File: src/rtl/sb_pkg.sv
// Shared definitions for the switch-box pipeline: loader FSM states, selector
// codes and the layout of one track's 12-bit configuration field.
package sb_pkg;

    // Configuration loader states
    typedef enum logic [1:0] {
        StIdle = 2'd0,
        StHdr  = 2'd1,
        StLoad = 2'd2,
        StSkip = 2'd3
    } cfg_state_e;

    // Selector codes: zero, or the next three sides clockwise from the output side
    localparam logic [1:0] SEL_ZERO = 2'd0;
    localparam logic [1:0] SEL_CW1  = 2'd1;
    localparam logic [1:0] SEL_CW2  = 2'd2;
    localparam logic [1:0] SEL_CW3  = 2'd3;

    // Per-track field layout inside the configuration word
    localparam int unsigned TRACK_STRIDE = 12;
    localparam int unsigned OFF_SEL_N    = 0;
    localparam int unsigned OFF_SEL_E    = 2;
    localparam int unsigned OFF_SEL_S    = 4;
    localparam int unsigned OFF_SEL_W    = 6;
    localparam int unsigned OFF_REG_N    = 8;
    localparam int unsigned OFF_REG_E    = 9;
    localparam int unsigned OFF_REG_S    = 10;
    localparam int unsigned OFF_REG_W    = 11;

    // Four-way track mux; cw1..cw3 are the neighbouring sides in clockwise order
    function automatic logic route_mux(input logic [1:0] sel, input logic cw1,
                                       input logic cw2, input logic cw3);
        logic res;
        case (sel)
            SEL_CW1: res = cw1;
            SEL_CW2: res = cw2;
            SEL_CW3: res = cw3;
            default: res = 1'b0;
        endcase
        return res;
    endfunction

endpackage

File: src/rtl/sb_cfg_loader.sv
// Serial configuration loader: passes the chain through with one cycle of
// delay, captures frames addressed to ID into a shadow register and commits
// them to the active register on the last payload bit.
module sb_cfg_loader #(
    parameter int unsigned CFG_SIZE = 192,
    parameter int unsigned ID_WIDTH = 3,
    parameter int unsigned ID       = 7
) (
    input  logic                clk,
    input  logic                crst,
    input  logic                cfg_in_start,
    input  logic                cfg_bit_in,
    output logic                cfg_out_start,
    output logic                cfg_bit_out,
    output logic                cfg_loaded,
    output logic [CFG_SIZE-1:0] cfg_active
);
    import sb_pkg::*;

    localparam int unsigned CNT_MAX = (ID_WIDTH > CFG_SIZE) ? ID_WIDTH : CFG_SIZE;
    localparam int unsigned CNT_W   = $clog2(CNT_MAX + 1);
    localparam logic [CNT_W-1:0]    HDR_LAST = CNT_W'(ID_WIDTH - 1);
    localparam logic [CNT_W-1:0]    PAY_LAST = CNT_W'(CFG_SIZE - 1);
    localparam logic [ID_WIDTH-1:0] MY_ID    = ID_WIDTH'(ID);
    localparam bit                  HDR_ONE  = (ID_WIDTH == 1);

    cfg_state_e          state_q;
    logic [CNT_W-1:0]    cnt_q;
    logic [ID_WIDTH-1:0] hdr_q;
    logic [CFG_SIZE-1:0] shadow_q;
    logic [CFG_SIZE-1:0] active_q;
    logic                loaded_q;
    logic                start_q;
    logic                bit_q;

    logic [ID_WIDTH:0]   hdr_shift;
    logic [ID_WIDTH-1:0] hdr_next;
    logic [CFG_SIZE-1:0] shadow_next;

    // Next header and shadow values with the current serial bit shifted in
    always_comb begin
        hdr_shift   = {hdr_q, cfg_bit_in};
        hdr_next    = hdr_shift[ID_WIDTH-1:0];
        shadow_next = {cfg_bit_in, shadow_q[CFG_SIZE-1:1]};
    end

    // Chain pass-through, unconditional for every instance
    always_ff @(posedge clk or posedge crst) begin
        if (crst) begin
            start_q <= 1'b0;
            bit_q   <= 1'b0;
        end else begin
            start_q <= cfg_in_start;
            bit_q   <= cfg_bit_in;
        end
    end

    // Loader FSM with bit counter, shadow and active registers
    always_ff @(posedge clk or posedge crst) begin
        if (crst) begin
            state_q  <= StIdle;
            cnt_q    <= '0;
            hdr_q    <= '0;
            shadow_q <= '0;
            active_q <= '0;
            loaded_q <= 1'b0;
        end else begin
            loaded_q <= 1'b0;
            if (cfg_in_start) begin
                // A start bit always begins a new header, aborting any frame in flight
                shadow_q <= '0;
                hdr_q    <= ID_WIDTH'(cfg_bit_in);
                if (HDR_ONE) begin
                    cnt_q   <= '0;
                    state_q <= (cfg_bit_in == MY_ID[0]) ? StLoad : StSkip;
                end else begin
                    cnt_q   <= CNT_W'(1);
                    state_q <= StHdr;
                end
            end else begin
                unique case (state_q)
                    StIdle: begin
                        cnt_q <= '0;
                    end
                    StHdr: begin
                        hdr_q <= hdr_next;
                        if (cnt_q == HDR_LAST) begin
                            cnt_q   <= '0;
                            state_q <= (hdr_next == MY_ID) ? StLoad : StSkip;
                        end else begin
                            cnt_q <= cnt_q + CNT_W'(1);
                        end
                    end
                    StLoad: begin
                        shadow_q <= shadow_next;
                        if (cnt_q == PAY_LAST) begin
                            // Commit includes the bit sampled on this edge
                            active_q <= shadow_next;
                            loaded_q <= 1'b1;
                            cnt_q    <= '0;
                            state_q  <= StIdle;
                        end else begin
                            cnt_q <= cnt_q + CNT_W'(1);
                        end
                    end
                    StSkip: begin
                        if (cnt_q == PAY_LAST) begin
                            cnt_q   <= '0;
                            state_q <= StIdle;
                        end else begin
                            cnt_q <= cnt_q + CNT_W'(1);
                        end
                    end
                    default: begin
                        cnt_q   <= '0;
                        state_q <= StIdle;
                    end
                endcase
            end
        end
    end

    assign cfg_out_start = start_q;
    assign cfg_bit_out   = bit_q;
    assign cfg_loaded    = loaded_q;
    assign cfg_active    = active_q;

endmodule

File: src/rtl/sb_pipe.sv
// Configurable switch box: each track output on each side selects one of the
// other three sides (or zero), optionally through a pipeline flop.
module sb_pipe #(
    parameter int unsigned CHN_WIDTH = 16,
    parameter int unsigned ID_WIDTH  = 3,
    parameter int unsigned ID        = 7
) (
    input  logic                 clk,
    input  logic                 crst,
    input  logic [CHN_WIDTH-1:0] north_in,
    input  logic [CHN_WIDTH-1:0] east_in,
    input  logic [CHN_WIDTH-1:0] south_in,
    input  logic [CHN_WIDTH-1:0] west_in,
    output logic [CHN_WIDTH-1:0] north_out,
    output logic [CHN_WIDTH-1:0] east_out,
    output logic [CHN_WIDTH-1:0] south_out,
    output logic [CHN_WIDTH-1:0] west_out,
    input  logic                 cfg_in_start,
    input  logic                 cfg_bit_in,
    output logic                 cfg_out_start,
    output logic                 cfg_bit_out,
    output logic                 cfg_loaded
);
    import sb_pkg::*;

    localparam int unsigned CFG_SIZE = TRACK_STRIDE * CHN_WIDTH;

    logic [CFG_SIZE-1:0] active_cfg;

    sb_cfg_loader #(
        .CFG_SIZE (CFG_SIZE),
        .ID_WIDTH (ID_WIDTH),
        .ID       (ID)
    ) u_loader (
        .clk           (clk),
        .crst          (crst),
        .cfg_in_start  (cfg_in_start),
        .cfg_bit_in    (cfg_bit_in),
        .cfg_out_start (cfg_out_start),
        .cfg_bit_out   (cfg_bit_out),
        .cfg_loaded    (cfg_loaded),
        .cfg_active    (active_cfg)
    );

    for (genvar i = 0; i < CHN_WIDTH; i++) begin : g_track
        logic [TRACK_STRIDE-1:0] cfg;
        logic                    mux_n;
        logic                    mux_e;
        logic                    mux_s;
        logic                    mux_w;
        logic [3:0]              pipe_q;  // {w, s, e, n}

        // Only the active register drives routing; the shadow is never visible here
        assign cfg = active_cfg[TRACK_STRIDE*i +: TRACK_STRIDE];

        // Source selection, clockwise from each output side
        always_comb begin
            mux_n = route_mux(cfg[OFF_SEL_N +: 2], east_in[i],  south_in[i], west_in[i]);
            mux_e = route_mux(cfg[OFF_SEL_E +: 2], south_in[i], west_in[i],  north_in[i]);
            mux_s = route_mux(cfg[OFF_SEL_S +: 2], west_in[i],  north_in[i], east_in[i]);
            mux_w = route_mux(cfg[OFF_SEL_W +: 2], north_in[i], east_in[i],  south_in[i]);
        end

        // Pipeline flops run every cycle; reg_X only picks which value is shown
        always_ff @(posedge clk or posedge crst) begin
            if (crst) begin
                pipe_q <= '0;
            end else begin
                pipe_q <= {mux_w, mux_s, mux_e, mux_n};
            end
        end

        assign north_out[i] = cfg[OFF_REG_N] ? pipe_q[0] : mux_n;
        assign east_out[i]  = cfg[OFF_REG_E] ? pipe_q[1] : mux_e;
        assign south_out[i] = cfg[OFF_REG_S] ? pipe_q[2] : mux_s;
        assign west_out[i]  = cfg[OFF_REG_W] ? pipe_q[3] : mux_w;
    end

endmodule

File: config.mk
export PLATFORM = sky130hd
export DESIGN_NAME = sb_pipe
export DESIGN_NICKNAME = d
export VERILOG_FILES = /design/src/rtl/sb_pkg.sv /design/src/rtl/sb_cfg_loader.sv /design/src/rtl/sb_pipe.sv
export SDC_FILE = /design/constraint.sdc
export NUM_CORES = 1
export LEC_CHECK = 0
export CORE_UTILIZATION = 30
export CTS_CLUSTER_DIAMETER = 60
export CTS_CLUSTER_SIZE = 24
export DETAILED_ROUTE_END_ITERATION = 8
export PLACE_DENSITY = 0.52
export SLEW_MARGIN = 15
export SYNTH_ARGS = -nofsm -noshare
export SYNTH_HDL_FRONTEND = slang
export SYNTH_SLANG_ARGS = --single-unit
File: constraint.sdc
create_clock -name clk -period 29.1 [get_ports clk]
set_clock_uncertainty 0.05 [all_clocks]
set_input_delay 5.82 -clock clk [delete_from_list [all_inputs] [get_ports clk]]
set_output_delay 5.82 -clock clk [all_outputs]
set_load 0.02 [all_outputs]
==> run metrics, run 1 <==
switching share of power=24.2%; data required time of the worst path=23230 ps; top cell types by occurrence after synthesis=dfrtp_1 (462), a22o_1 (191), mux2_2 (171); clock-pin transition on the worst setup and hold timing paths=60 ps; final period utilization=46.8%; initial core utilization=30.4%; Post-Synthesis Cell Area=0.0184 sq mm; ranking of synthesized cells by area=dfrtp_1 (63%), mux2_2 (10%), mux2_1 (9.2%), a22o_1 (9.1%), nand2_1 (2.7%); y dimension of the die=249 um; combinational fraction of design power=3.4%; final instance area=0.0220 sq mm; top-level port count=135; detail-routed via count per cell=4.82; number of max-cap violations=0; worst setup path category=primary input to primary output; maximum root-to-sink buffer count=3; drt wl/cell=16.5 um; wire length of the first global-routing pass=62200 um; hold-fix buffers at CTS=0; power consumption=1290 uW; core area=0.0604 sq mm; dpl cell area=0.0204 sq mm; Max Transition Viols Final=0; initial drt markers=454; Seq cells post-synth=462; Highest Clock Rate=73.4 MHz; Finished Core Util=36.4%; fill cell instance count of the final layout=5819; area share of the largest cell type after synthesis=63.0%; number of global-route vias before repair=11400; pin count of the biggest net entering global routing=139; arrival time worst endpoint=7760 ps; net load switching power=313 uW; number of enable-type register cells in the synthesized netlist=0; warnings from Yosys=0; primary flip-flop cell chosen by synthesis mapping=dfrtp_1; diode count=0; fraction of registers with async set/reset=100%; remaining antenna violation count=0; instance count of the mapped netlist=1282; clock tree from TritonCTS=built; width of the die=249 um; antenna violations before repair=0; final RePlAce weighted congestion=0.725; number of sinks handled by clock tree synthesis=462; area enclosed by the die boundary=0.0622 sq mm; sequential area share after synthesis=63.0%; number of iterations in the first detailed-routing pass=4; CTS resizes=0; CTS H-tree lvls=2; leakage power of the design=0.0104 uW; routed vias=10700; Mapped Nets=1352; number of hold-slack violations in the final timing report=0; critical path endpoint category=primary output; Final Critical Period=13630 ps; average footprint of a synthesized cell=14.3 sq um; status=finished, final reports clean; number of I/O port buffers=134; number of nets at the end of the flow=1480; final wirelength=36700 um; dominant cell type by area after synthesis=dfrtp_1; worst vdd ir=0.0327 mV; Slew Limit Headroom=24.2%; DR DRC count=0; total power density per cell area=58.8 mW/mm^2; clock network fraction of total power=46.5%; post-CTS setup repair buffer count=0; worst slew pin tran=1140 ps; root buffer cell=clkbuf_16; gr ovfl total=0; unrepaired setup endpoints after global routing=false; HPWL after detailed placement=22400 um; most common cell in the synthesized netlist=dfrtp_1; GR Util All Layers=12.1%; Area growth syn-to-layout=19.6%; class of the tightest hold or removal check=flip-flop to flip-flop; Critical Path Start Type=primary input; Final setup viols=0; total number of placement rows=90; final-layout setup total negative slack=0 ps; synth unique cells=33; internal power=979 uW; power share of the sequential group=50.1%; clock network latency to the later pin of the worst-skew pair=580 ps; share of layout cells above drive strength 1=18.4%; CTS Buf Count=43; critical path peak fanout=3
[power by group through the flow]
stage	Sequential [uW]	Combinational, uW	Clock, uW
6_report	647	44.3	601
5_1_grt	647	50.7	650
4_1_cts	647	46.0	627
3_5_place_dp	659	45.7	0
3_3_place_gp	659	45.0	0
2_1_floorplan	659	24.9	0
[layout make-up]
| type | count | area [sq um] | area share, % |
|---|---|---|---|
| clock inverter | 32 | 414 | 1.89 |
| multi-input combinational | 752 | 6430 | 29.3 |
| timing repair buffer | 147 | 1450 | 6.61 |
| tap | 782 | 978 | 4.46 |
| clock buffer | 48 | 1100 | 5.03 |
| inverter | 4 | 22.5 | 0.103 |
| sequential | 462 | 11600 | 52.6 |
[per-stage QoR]
step | hold WS, ps | setup WS (ps) | instances
global route | 463 | 15370 | 2227
detailed placement | 434 | 15470 | 2147
finish | 449 | 15470 | 2227
global placement | 428 | 15440 | 2147
floorplan | 412 | 10350 | 1282
CTS | 455 | 15460 | 2227
[worst max-delay path: stages]
cell and delay (ps):
clkdlybuf4s50_1 470, mux2_2 290, nand2_1 60, o21ai_0 160, mux2_2 310, clkdlybuf4s50_1 630
[state kept, by name (all words and copies together) (netlist names)]
register and flops:
u_loader.cfg_out_start 1, u_loader.cfg_active 192, u_loader.cnt_q 8, u_loader.cfg_bit_out 1, u_loader.state_q 2, u_loader.hdr_q 2
g_track.pipe_q 64, u_loader.shadow_q 191, u_loader.cfg_loaded 1
[logic make-up after synthesis]
group / Yosys count / share of synthesized area, %
AOI/OAI and AO/OA: 263 / 11.2
xor gates and xnor gates: 6 / 0.286
adders and majority gates: 2 / 0.136
buffers and inverters: 68 / 2.10
DFF: 462 / 63.0
muxes: 322 / 19.7
and+or+nand+nor: 159 / 3.59
[layout by cell type (no fill, tap or decap), types with 2 or more instances in the layout]
cell	count
clkinv_8	6
mux2_2	171
ha_1	2
xnor2_1	4
nor2_1	15
nand2_1	130
a22o_1	191
inv_1	3
inv_12	2
bufinv_16	3
mux2_1	150
clkinvlp_4	3
clkbuf_16	43
clkbuf_1	4
dfrtp_1	462
inv_6	8
clkdlybuf4s50_1	134
o21bai_1	2
xor2_1	2
o21ai_0	64
clkinv_4	3
nand3_1	4
buf_4	12
clkinv_2	2
inv_8	5
[per-layer routing]
metal | global-route usage (%) | share of wire, %
met1 | 16.3 | 47
met2 | 19.9 | 48
met3 | 2.35 | 3.5
met4 | 3.32 | 1.8
met5 | 0 | 0
[final timing paths]
check / start / end / slack, ps / cells after the start
max: south_in[8] / west_out[8] / 15470 / 6
min: u_loader.cfg_active[21]$_DFFE_PP0P_ / u_loader.cfg_active[21]$_DFFE_PP0P_ / 450 / 1
max reg2reg: u_loader.state_q[1]$_DFFE_PP0P_ / u_loader.shadow_q[144]$_DFFE_PP0P_ / 26470 / 4
min reg2reg: u_loader.cfg_active[21]$_DFFE_PP0P_ / u_loader.cfg_active[21]$_DFFE_PP0P_ / 450 / 1
max in group asynchronous: crst / u_loader.cfg_active[88]$_DFFE_PP0P_ / 20230 / 5
min in group asynchronous: crst / g_track[14].pipe_q[3]$_DFF_PP0_ / 5790 / 2
Power figures use the tool's default switching activity.
==> run 2: changes to the inputs <==
==> constraint.sdc (replaced) <==
create_clock -name clk -period 13.5 [get_ports clk]
set_clock_uncertainty 0.05 [all_clocks]
set_input_delay 2.7 -clock clk [delete_from_list [all_inputs] [get_ports clk]]
set_output_delay 2.7 -clock clk [all_outputs]
set_load 0.02 [all_outputs]
==> run 2 against run 1 <==
First-iteration DRC count is 17% higher. Sequential power up 110%. Global-route usage grew 0.080 points. Wire length is 0.53% higher. Largest power group unchanged. Non-clock buffer count unchanged. Die area is the same. Worst hold slack worse by 2.0 ps. Largest cell class unchanged.
==> run metrics, run 2 (synthesis gave the netlist of run 1 again) <==
class of the tightest hold or removal check=flip-flop to flip-flop (unchanged); share of layout cells above drive strength 1=18.5% (was 18.4%); Area growth syn-to-layout=19.9% (was 19.6%); worst vdd ir=0.0900 mV (was 0.0327 mV); worst setup path category=primary input to primary output (unchanged); detail-routed via count per cell=4.77 (was 4.82); clock network latency to the later pin of the worst-skew pair=570 ps (was 580 ps); total number of placement rows=90 (unchanged); number of global-route vias before repair=11200 (was 11400); Slew Limit Headroom=35.4% (was 24.2%); number of iterations in the first detailed-routing pass=4 (unchanged); CTS H-tree lvls=2 (unchanged); worst r2r dst=u_loader.shadow_q[152]$_DFFE_PP0P_ (was u_loader.shadow_q[144]$_DFFE_PP0P_); Final Critical Period=7370 ps; clock-pin transition on the worst setup and hold timing paths=70 ps (was 60 ps); gr ovfl total=0 (unchanged); initial drt markers=531 (was 454); R2R cell count=4 (unchanged); final period utilization=54.6%; minimum setup slack among reg-to-reg paths=10940 ps (was 26470 ps); launching point of the worst reg2reg path=u_loader.state_q[1]$_DFFE_PP0P_ (unchanged); leading cell types in the layout, fill and taps excluded=dfrtp_1 (462), a22o_1 (191), mux2_2 (171) (unchanged); worst slew pin tran=969 ps (was 1140 ps); leakage power of the design=0.0104 uW (about the same); hold-fix buffers at CTS=0 (unchanged); non-filler cells, final=2225 (was 2227); critical path peak fanout=3 (unchanged); final-layout setup total negative slack=0 ps (unchanged); CTS Buf Count=42 (was 43); Finished Core Util=36.5% (was 36.4%); top-level port count=135 (unchanged); final wirelength=36900 um (was 36700 um); initial core utilization=30.4% (unchanged); most common cell after layout, fill and taps aside=dfrtp_1 (unchanged); critical path endpoint category=primary output (unchanged); core area=0.0604 sq mm (unchanged); GR Util All Layers=12.2% (was 12.1%); number of I/O port buffers=134 (unchanged); flip-flop count of the largest register, all copies and words added=192 (unchanged); post-CTS setup repair buffer count=0 (unchanged); final RePlAce weighted congestion=0.722 (was 0.725); arrival time worst endpoint=4620 ps (was 7760 ps); number of max-cap violations=0 (unchanged); DP Cell Count=2147 (unchanged); pin count of the biggest net entering global routing=175 (was 139); HPWL after detailed placement=22300 um (was 22400 um); diode count=0 (unchanged); antenna violations before repair=0 (unchanged); Min-Delay Startpoint=u_loader.cfg_active[59]$_DFFE_PP0P_ (was u_loader.cfg_active[21]$_DFFE_PP0P_); data required time of the worst path=10750 ps (was 23230 ps); drt wl/cell=16.6 um (was 16.5 um); number of sinks handled by clock tree synthesis=462 (unchanged); endpoint with the worst hold slack=u_loader.cfg_active[59]$_DFFE_PP0P_ (was u_loader.cfg_active[21]$_DFFE_PP0P_); Final setup viols=0 (unchanged); maximum root-to-sink buffer count=3 (unchanged); area enclosed by the die boundary=0.0622 sq mm (unchanged); number of hold-slack violations in the final timing report=0 (unchanged); status=finished, final reports clean (unchanged); width of the die=249 um (unchanged); y dimension of the die=249 um (unchanged); remaining antenna violation count=0 (unchanged); routed vias=10600 (was 10700); worst hold margin=447 ps (was 449 ps); total power density per cell area=128 mW/mm^2 (was 58.8 mW/mm^2); CTS resizes=0 (unchanged); unrepaired setup endpoints after global routing=false (unchanged); Highest Clock Rate=136 MHz; Hold Crit Depth=1 (unchanged); clock tree from TritonCTS=built (unchanged); number of nets at the end of the flow=1479 (was 1480); DR DRC count=0 (unchanged); Critical Path Start Type=primary input (unchanged); wire length of the first global-routing pass=62300 um (was 62200 um); Max Transition Viols Final=0 (unchanged); power consumption=2810 uW (was 1290 uW); root buffer cell=clkbuf_16 (unchanged)
[run 2: cell types whose count changed in the layout (fill, tap and decap cells not counted), sizes merged]
| cell | previous run | this run |
|---|---|---|
| clkbuf | 48 | 49 |
| clkinv | 11 | 8 |
| clkinvlp | 3 | 5 |
| inv | 19 | 17 |
[run 2: critical path: stages]
cell,delay [ps]
clkdlybuf4s50_1,450
mux2_2,280
nand2_1,60
o21ai_0,190
mux2_2,320
clkdlybuf4s50_1,620
[run 2: cell type report]
class,count,area (sq um)
Multi-Input combinational cell,752,6430
Timing Repair Buffer,147,1460
Fill cell,5745,38300
Clock buffer,49,1170
Tap cell,782,978
Clock inverter,29,389
Inverter,4,18.8
Sequential cell,462,11600
[run 2: worst max path at each step]
stage	start	endpoint	cells past startpoint
after floorplan	crst	g_track[0].pipe_q[0]$_DFF_PP0_	1
after global placement	south_in[8]	west_out[8]	6
after detailed placement	south_in[8]	west_out[8]	6
after CTS	east_in[8]	west_out[8]	5
after global routing	east_in[8]	west_out[8]	5
final	south_in[8]	west_out[8]	6
[run 2: per-stage QoR]
step | setup slack [ps] | instance area [sq um]
6_report | 6130 | 22000
5_1_grt | 5920 | 22000
4_1_cts | 6090 | 22000
3_5_place_dp | 6120 | 20400
3_3_place_gp | 6080 | 20400
2_1_floorplan | 4500 | 18400
[run 2: report_power, final]
| group | internal (uW) | switching (uW) |
|---|---|---|
| combinational | 35.9 | 60.2 |
| clock | 717 | 607 |
| sequential | 1390 | 6.63 |
| total | 2140 | 673 |
[run 2: routing by layer]
metal  share of wire [%]  vias to the layer above  track usage [%]
met1                  48                     5493             16.8
met5                   0                        -                0
met3                 2.9                       59             2.19
li1                    -                     4952                -
met2                  47                      107             19.4
met4                 2.6                        0             3.92
